### src/rtl/ctrl_exposure_time.sv
// Exposure-time register (ms, 5-bit): steps +/-1 per cycle while a request is held, clamped to [EXP_MIN, EXP_MAX].
// Latency: one cycle, request sampled at edge k shows on EX_time after edge k; all outputs registered.
// Backpressure: none. Requests are accepted every cycle; simultaneous requests cancel and steps saturate at the bounds.
module ctrl_exposure_time #(
    parameter int unsigned EXP_MIN   = 2,
    parameter int unsigned EXP_MAX   = 30,
    parameter int unsigned EXP_RESET = 2
) (
    input  logic       Clk,
    input  logic       Reset_n,
    input  logic       Exp_increase,
    input  logic       Exp_decrease,
    output logic [4:0] EX_time,
    output logic       EX_at_max,
    output logic       EX_at_min
);

    if (!((EXP_MIN <= EXP_RESET) && (EXP_RESET <= EXP_MAX) && (EXP_MAX <= 31))) begin : g_bad_params
        $error("ctrl_exposure_time: need EXP_MIN <= EXP_RESET <= EXP_MAX <= 31");
    end

    localparam logic [4:0] MIN_VAL    = 5'(EXP_MIN);
    localparam logic [4:0] MAX_VAL    = 5'(EXP_MAX);
    localparam logic [4:0] RST_VAL    = 5'(EXP_RESET);
    localparam logic       RST_AT_MIN = (EXP_RESET == EXP_MIN);
    localparam logic       RST_AT_MAX = (EXP_RESET == EXP_MAX);

    logic [4:0] ex_time_nxt;

    always_comb begin
        ex_time_nxt = EX_time;
        // Out-of-range values snap back to the nearest bound, ignoring requests.
        if (EX_time < MIN_VAL) begin
            ex_time_nxt = MIN_VAL;
        end else if (EX_time > MAX_VAL) begin
            ex_time_nxt = MAX_VAL;
        end else begin
            unique case ({Exp_increase, Exp_decrease})
                2'b10: if (EX_time < MAX_VAL) ex_time_nxt = EX_time + 5'd1;
                2'b01: if (EX_time > MIN_VAL) ex_time_nxt = EX_time - 5'd1;
                default: ex_time_nxt = EX_time;
            endcase
        end
    end

    // Flags come from the next-state value so they never lag EX_time.
    always_ff @(posedge Clk or negedge Reset_n) begin
        if (!Reset_n) begin
            EX_time   <= RST_VAL;
            EX_at_min <= RST_AT_MIN;
            EX_at_max <= RST_AT_MAX;
        end else begin
            EX_time   <= ex_time_nxt;
            EX_at_min <= (ex_time_nxt == MIN_VAL);
            EX_at_max <= (ex_time_nxt == MAX_VAL);
        end
    end

endmodule

### config.mk
export PLATFORM = sky130hd
export DESIGN_NAME = ctrl_exposure_time
export DESIGN_NICKNAME = d
export VERILOG_FILES = /design/src/rtl/ctrl_exposure_time.sv
export SDC_FILE = /design/constraint.sdc
export NUM_CORES = 1
export LEC_CHECK = 0
export ABC_AREA = 1
export CORE_MARGIN = 5
export CORE_UTILIZATION = 45
export DETAILED_ROUTE_END_ITERATION = 7
export PLACE_DENSITY = 0.69
export SLEW_MARGIN = 0
export SYNTH_ARGS = -nofsm -noshare
export SYNTH_HDL_FRONTEND = slang
export SYNTH_SLANG_ARGS = --single-unit
### constraint.sdc
create_clock -name Clk -period 2.05 [get_ports Clk]
set_clock_uncertainty 0.15 [all_clocks]
set_input_delay 0.41 -clock Clk [delete_from_list [all_inputs] [get_ports Clk]]
set_output_delay 0.41 -clock Clk [all_outputs]
set_load 0.01 [all_outputs]
==> results by group <==
Outcome
  – Outcome: finished clean

Routing
  – WL per Instance: approximately 11 um
  – DRC Markers: 0
  – Vias: around 680
  – DRT iter0 DRCs: 13
  – Via/cell ratio: about 4.9
  – Drt total wl: 1530 um
  – 1st-pass router iterations: 4
  – Post-route ant nets: 0

Pwr
  – Total power: between 0.8 and 0.9 mW
  – P per Cell Area: between 1000 and 1500 nW/um^2
  – Leakage: 0.498 nW
  – Peak VDD IR: about 660 uV
  – Sequential Power Share: 28.2%
  – Clock Power Share: between 10% and 20%
  – Int Power: approximately 0.48 mW
  – P_sw: just under 0.4 mW
  – Comb pwr share: slightly below 60%
  – Switching Share: 44.5%

Timing
  – Least-Margin Pin Slew: between 0.3 and 0.4 ns
  – Post-layout min period: 1.98 ns
  – RSZ-0062 raised after global routing: no
  – Slew Limit Fails: 0
  – Peak Freq: 506 MHz
  – Slew HR: between 70 and 80%
  – Final hold viol count: 0
  – Setup-failing EPs final: 0
  – Minimum hold slack: roughly 0.27 ns
  – Tcrit/Tclk final: 96.4%

Synthesis
  – Number of enable flip-flop cells after synthesis: 0
  – Syn_area_per_cell: around 6 um^2
  – Post-Syn Instances: roughly 110
  – Post-Syn Area: about 670 um^2
  – Post-synth ARST share: between 90% and 100%
  – Ys Warns: 0
  – Yosys cell types: 17
  – Sequential area share after synthesis: a little over a quarter
  – Net Count, Synth: approximately 120
  – Top_reg_cell synth: dfrtp_1
  – #FFs+latches synth: 7

Placement
  – Buffers on Ports: 10
  – Detailed placement HPWL: roughly 1200 um
  – Post-Place Cells: between 100 and 150
  – Gpl congestion: about 0.9
  – Post-DP Area: roughly 790 um^2

Finish
  – Diode count: 0
  – Most frequent cells in the layout: 44 x nand2_1, 18 x inv_1, 10 x nand3_1, 10 x clkdlybuf4s50_1
  – Design area: 813 um^2
  – Final nets: 133
  – Most common cell after layout, fill and taps aside: nand2_1
  – Post-route insts no fill: between 100 and 150
  – Synth-to-Final Area Change: 21.3%
  – Share of layout cells above drive strength 1: 15.4%
  – Final Core Density: 55.9%

Clock tree
  – CTS tree: done
  – Clock Pin Slew Worst Setup and Hold Paths: around 0.05 ns
  – Root buffer cell: clkbuf_4
  – CTS Buf Count: 3
  – Setup Fix Bufs, Post-CTS: 0
  – Post-CTS Resized: 0
  – Worst skew pair latency: between 0.2 and 0.25 ns
  – Hold Buf Count CTS: 0
  – CTS Sinks: 7
  – CTS H-tree depth: 1
  – CTS max path bufs: 2

Global route
  – First-pass GRT wire length: approximately 2600 um
  – Initial antenna violation count: 0
  – Vias in the first global route: roughly 640
  – Total track usage: 13.3%
  – Grt total ovfl: 0
  – Largest net degree at the start of global routing: 10

Worst setup path
  – Crit start category: flop
  – WP data required: 1.49 ns
  – Element type at the critical path end: output pin
  – Largest stage delay on the critical path: between 0.6 and 0.7 ns
  – Slowest cell on the critical path: dfstp_2
  – Buffer and inverter count on the worst path: 1
  – Worst setup path class: reg2out
  – Worst Path Arrival: ~1.4 ns
  – Cells along the critical path: clkdlybuf4s50_1
  – Crit-path leading delay family: flip-flops
  – Crit Path Max Fanout: 8

Floorplan
  – # IOs: 11
  – Area of the core: around 1500 um^2
  – Initial core utilization: between 40% and 50%
  – Die H: ~49 um
  – DIE WIDTH: ~49 um
  – Row Count: 14
  – Die Footprint: about 2400 um^2

Worst hold path
  – Hold Path Class: in2async

Job
  – Max-cap violations: 0
==> metal layers <==
layer	track usage, %	up-vias	part of all wire [%]
met3	1.23	2	4.0
met2	23.9	17	51
li1	-	360	-
met4	6.73	0	0.65
met1	15.4	300	45
met5	0	-	0
==> power by group through the flow <==
stage                     clock, mW  combinational (mW)  sequential, mW
after floorplan                   0               0.337           0.244
after global placement            0               0.490           0.244
after detailed placement          0               0.499           0.245
after CTS                     0.126               0.504           0.243
after global routing          0.136               0.552           0.249
final                         0.119               0.500           0.244
==> cell usage after synthesis, types with 2 or more instances <==
cell type,n,area share (%)
a21oi_1,3,2.2
o21ai_0,2,1.5
nor2_1,4,2.2
nand2_2,5,4.7
dfrtp_1,5,19
ha_1,5,9.3
inv_1,18,10
nand4_1,2,1.9
inv_2,3,1.7
dfstp_2,2,7.8
nand2_1,44,25
nor2_2,2,1.9
nand3_1,10,7.5
==> cell type report <==
cell class	count	area, um^2
clock buffer	4	26.3
fill	150	641
inverter	21	78.8
multi-input combinational	80	403
sequential	7	178
tap	16	20.0
timing repair buffer	11	108
==> logic make-up (layout without fill, tap and decap cells) <==
logic type	Yosys count	count (layout)	synth area share [%]
adders and majority gates	5	5	9.33
DFF	7	7	26.5
buffers and inverters	22	36	13.4
AOI/OAI and AO/OA	6	6	5.04
and+or+nand+nor	69	69	45.7
==> per-stage QoR <==
stage | worst slack, ns | setup TNS (ns)
after CTS | 0.0639 | 0
after global routing | 0.0289 | 0
final | 0.0729 | 0
after detailed placement | -0.0484 | -0.0868
after global placement | -0.00825 | -0.00825
after floorplan | 0.377 | 0
==> flip-flops by register name, summed over array words and instances (netlist names) <==
register and count:
EX_time 5, EX_at_max 1, EX_at_min 1
==> path summary, 6_finish.rpt <==
| check | cells after the start | slack [ns] | to | start |
|---|---|---|---|---|
| worst max register to register | 8 | 0.23 | EX_at_max$_DFF_PN0_ | EX_time[1]$_DFF_PN1_ |
| worst min register to register | 2 | 0.51 | EX_time[1]$_DFF_PN1_ | EX_time[1]$_DFF_PN1_ |
| worst max-delay path | 1 | 0.07 | EX_time[1] | EX_time[1]$_DFF_PN1_ |
| worst min-delay path | 1 | 0.27 | EX_time[0]$_DFF_PN0_ | Reset_n |
| max in group asynchronous | 1 | 1.19 | EX_time[1]$_DFF_PN1_ | Reset_n |
| min in group Clk | 2 | 0.51 | EX_time[1]$_DFF_PN1_ | EX_time[1]$_DFF_PN1_ |
(Power assumes the default switching activity.)
==> RTL change 1: new RTL, same flow settings <==
The output `EX_at_min` loses its register stage (`EX_at_min` becomes a continuous assignment).
--- a/src/rtl/ctrl_exposure_time.sv
+++ b/src/rtl/ctrl_exposure_time.sv
@@ -49,3 +49,2 @@
             EX_time   <= RST_VAL;
-            EX_at_min <= RST_AT_MIN;
             EX_at_max <= RST_AT_MAX;
@@ -53,3 +52,2 @@
             EX_time   <= ex_time_nxt;
-            EX_at_min <= (ex_time_nxt == MIN_VAL);
             EX_at_max <= (ex_time_nxt == MAX_VAL);
@@ -58,2 +56,4 @@
 
+    assign EX_at_min = (ex_time_nxt == MIN_VAL);
+
 endmodule
Function: changed (Yosys sat finds a counterexample within 4 cycles, from zero or initial values and one cycle with Reset_n low).
==> RTL change 1 against the original RTL <==
- the flow now finishes with violations (negative setup slack)
- area after synthesis fell by 2.4%
- combinational power increased by 59%
- count of clock-buffer cells in the layout unchanged
- hold slack worse by 0.031 ns
- wire length is 37% higher
- non-clock buffer count grew 25
- die area decreased by 1.9%
- global-route usage increased by 8.1 points
- sequential cell count down 1
- utilization up 22 points
- worst setup slack worse by 0.50 ns
- power increased by 29%
- critical path type unchanged
- cell area increased by 28%
==> RTL change 1: results <==
export IMPL_peakVddDrop_uv=771
export IMPL_vias_after_detailed_routing=826
export IMPL_dp_final_hpwl_um=1410
export IMPL_crit_fanout=7
export IMPL_first_pass_grt_wire_length_um=3440
export IMPL_synth_compound_area_frac=0.0516
export IMPL_totalNegativeSetupSlack_ns=-0.768
export IMPL_failed_checks="negative setup slack"
export IMPL_worstPathArrival_ns=1.92
export IMPL_static_leakage_nw=0.603
export IMPL_run_status="finished with violations"
export IMPL_avgRoutedWirePerCell_um=13.0
export IMPL_number_of_cell_instances_on_the_worst_register_to_register_path=17
export IMPL_grt_max_degree=8
export IMPL_setup_slack_at_placement_ns=-0.919
export IMPL_placed_area_um2=915
export IMPL_post_route_worst_setup_slack_ns=-0.430
export IMPL_setup_viol=2
export IMPL_synth_distinct_cells=18
export IMPL_placedCellCount=149
export IMPL_hp_class="input port to async pin"
export IMPL_finalNetCount=157
export IMPL_share_of_post_route_cells_with_drive_strength_above_1=0.395
export IMPL_postSynthNetCount=117
export IMPL_tightest_slew_ns=0.264
export IMPL_synth_adder_area_share=0.0956
export IMPL_synthesis_instances=108
export IMPL_total_switching_power_mw=0.494
export IMPL_route_met3_wl_um=100
export IMPL_post_synth_most_frequent_cells="nand2_1, inv_1, nand3_1"
export IMPL_first_pass_iters=4
export IMPL_met2_routing_resource_usage_after_global_routing=0.367
export IMPL_max_flop_register="EX_time"
export IMPL_cp_startpoint="EX_time[1]$_DFF_PN1_"
export IMPL_gp_routability_congestion=0.907
export IMPL_global_route_usage_met1=0.247
export IMPL_total_global_routing_track_utilization=0.215
export IMPL_fill_cells=102
export IMPL_grt_util_met3=0.0332
export IMPL_largest_registers="EX_time: 5 flops, EX_at_max: 1 flops"
export IMPL_ys_seq_area_frac=0.231
export IMPL_largest_cells_by_area_after_synthesis="nand2_1, dfrtp_1, inv_1"
export IMPL_final_core_util=0.780
export IMPL_met1_length_um=842
export IMPL_tritoncts_num_buffers=3
export IMPL_drt_first_iter_violations=17
export IMPL_detail_route_wirelength_um=2110
==> RTL change 1: changes by cell type after synthesis, sizes merged <==
cell   unedited run  this run
dfstp             2         1
==> RTL change 1: final timing paths <==
check                                            end  slack (ns)
worst max register to register  EX_time[2]$_DFF_PN0_       -0.34
max in group asynchronous       EX_time[1]$_DFF_PN1_        1.23
min in group Clk                EX_time[3]$_DFF_PN0_        0.66
worst min register to register  EX_time[3]$_DFF_PN0_        0.66
worst max-delay path                       EX_at_min       -0.43
worst min-delay path            EX_time[0]$_DFF_PN0_        0.24
==> RTL change 1: cell families after synthesis <==
group	Yosys count
fa+ha+maj	5
flops	6
compound gates	6
simple gates	69
buf+inv	22
==> RTL change 1: layout make-up <==
type | instances | area share
well taps | 15 | 0.0180
repair buffers | 36 | 0.275
flip-flops and latches | 6 | 0.145
inverters | 21 | 0.0757
clock buffers | 4 | 0.0252
multi-input cells | 80 | 0.460
==> RTL change 1: worst max-delay path: stages, from the launching register on <==
cell and delay [ns]:
dfstp_2 0.64, inv_2 0.08, ha_4 0.18, nand2_2 0.05, nand2_1 0.05, nand3_1 0.06
nand2_1 0.08, nand2_1 0.08, nand2_1 0.07, nand2_1 0.08, nand2_1 0.06, nor3_2 0.10
buf_2 0.15
==> RTL change 1: power groups by stage <==
| stage | Clock [mW] | Combinational (mW) | Sequential [mW] |
|---|---|---|---|
| finish | 0.122 | 0.793 | 0.199 |
| global route | 0.129 | 0.885 | 0.204 |
| CTS | 0.124 | 0.742 | 0.196 |
| detailed placement | 0 | 0.671 | 0.201 |
| global placement | 0 | 0.655 | 0.201 |
| floorplan | 0 | 0.374 | 0.206 |
==> RTL change 1: what timing repair did <==
action,CTS,global route
endpoints found under the setup margin,2,3
gates resized for setup,15,4
cloned,0,0
setup buffers,9,1
pin swaps,7,3
hold buffers,0,0
==> RTL change 2: new RTL, same settings <==
Made on the original files. The parameter `EXP_MAX` goes from 30 to 22.
--- a/src/rtl/ctrl_exposure_time.sv
+++ b/src/rtl/ctrl_exposure_time.sv
@@ -5,3 +5,3 @@
     parameter int unsigned EXP_MIN   = 2,
-    parameter int unsigned EXP_MAX   = 30,
+    parameter int unsigned EXP_MAX   = 22,
     parameter int unsigned EXP_RESET = 2
Formal check against the unedited RTL: no difference found for any inputs over 10 cycles, from zero or initial values and one cycle with Reset_n low; that may be too few to reach the edited logic, so the function may still have changed.
==> RTL change 2 against the original RTL <==
- wire length down 0.65%
- worst setup slack improved by 0.00075 ns
- critical path depth stayed put
- global-route usage up 0.16 points
- sequential share of layout area decreased by 1.1 points
- cell area is 6.2% higher
- fmax barely moved
- sequential cell count unchanged
- area after synthesis increased by 0.56%
- cell count is the same
- first-iteration DRC count fell by 15%
- power grew 48%
==> RTL change 2: results <==
export IMPL_fill_cells=145
export IMPL_finalNetCount=133
export IMPL_fin_worst_hold_slack_ns=0.263
export IMPL_synthFlopType="dfrtp_1"
export IMPL_grt_pass1_vias=622
export IMPL_avgRoutedWirePerCell_um=11.0
export IMPL_yosys_warnings=0
export IMPL_grt_max_degree=10
export IMPL_vias_after_detailed_routing=668
export IMPL_worstPathArrival_ns=1.42
export IMPL_synthesis_instances=103
export IMPL_r2r_end="EX_at_min$_DFF_PN1_"
export IMPL_first_pass_grt_wire_length_um=2660
export IMPL_cts_path_max_buffers=2
export IMPL_cp_startpoint="EX_time[1]$_DFF_PN1_"
export IMPL_synth_async_reset_ratio=1.00
export IMPL_synth_mux_area_frac=0
export IMPL_largest_cells_by_area_after_synthesis="nand2_1, dfrtp_1, nand3_1"
export IMPL_static_leakage_nw=0.485
export IMPL_number_of_cell_instances_on_the_worst_register_to_register_path=13
export IMPL_run_status="finished clean"
export IMPL_placed_area_um2=813
export IMPL_drt_first_iter_violations=11
export IMPL_synth_adder_area_share=0.0928
export IMPL_total_global_routing_track_utilization=0.135
export IMPL_rrSetupSlack_ns=0.28
export IMPL_port_buffer_count=10
export IMPL_ys_seq_area_frac=0.263
export IMPL_largest_registers="EX_time: 5 flops, EX_at_max: 1 flops, EX_at_min: 1 flops"
export IMPL_cts_repair_resized=0
export IMPL_postSynthNetCount=112
export IMPL_power_share_combinational=0.670
export IMPL_total_switching_power_mw=0.615
export IMPL_fin_crit_ns=1.98
export IMPL_worst_skew_pair_late_latency_ns=0.25
export IMPL_critical_path_max_stage_delay_ns=0.61
export IMPL_antenna_found_initial=0
export IMPL_antenna_cells=0
export IMPL_pwr_group_clock_mw=0.126
export IMPL_gp_routability_congestion=0.850
export IMPL_tritoncts_num_buffers=3
export IMPL_crit_fanout=7
export IMPL_synth_distinct_cells=20
export IMPL_instances_no_fill=139
export IMPL_worst_setup_path_endpoint="EX_time[1]"
export IMPL_hp_class="input port to async pin"
export IMPL_synth_compound_area_frac=0.0445
export IMPL_power_combinational_mw=0.854
export IMPL_post_cts_setup_buffers=0
export IMPL_setup_slack_at_placement_ns=-0.174
export IMPL_tightest_slew_ns=0.309
export IMPL_htree_levels=1
export IMPL_dp_final_hpwl_um=1230
export IMPL_peakVddDrop_uv=911
export IMPL_post_synth_most_frequent_cells="nand2_1, inv_1, nand3_1"
export IMPL_first_pass_iters=4
export IMPL_share_of_post_route_cells_with_drive_strength_above_1=0.236
export IMPL_synth_xor_area_share=0.0130
export IMPL_root_buffer="clkbuf_4"
==> RTL change 2: changes by cell type after synthesis, moves of 2 or more <==
cell	unedited run	this run
inv_1	18	14
nand2_1	44	34
nand2_2	5	7
nand3_1	10	13
nand3_2	1	3
nand4_1	2	0
nor2_2	2	0
==> RTL change 2: layout make-up <==
type / count / area [µm²] / share of cell area
Clock buffer: 4 / 26.3 / 0.0304
Inverter: 18 / 67.6 / 0.0783
Multi-Input combinational cell: 76 / 410 / 0.475
Sequential cell: 7 / 179 / 0.207
Tap cell: 16 / 20.0 / 0.0232
Timing Repair Buffer: 18 / 160 / 0.186
==> RTL change 2: metal layers <==
layer,track usage,share of wire
met2,0.226,0.48
met3,0.0276,0.033
met5,0,0
met1,0.178,0.49
met4,0.0269,0
==> RTL change 2: per-stage QoR <==
stage                     setup TNS (ns)  utilization
final                                  0        0.587
after global routing                   0        0.587
after CTS                              0        0.571
after detailed placement          -0.484        0.553
after global placement            -0.159        0.553
after floorplan                        0            -
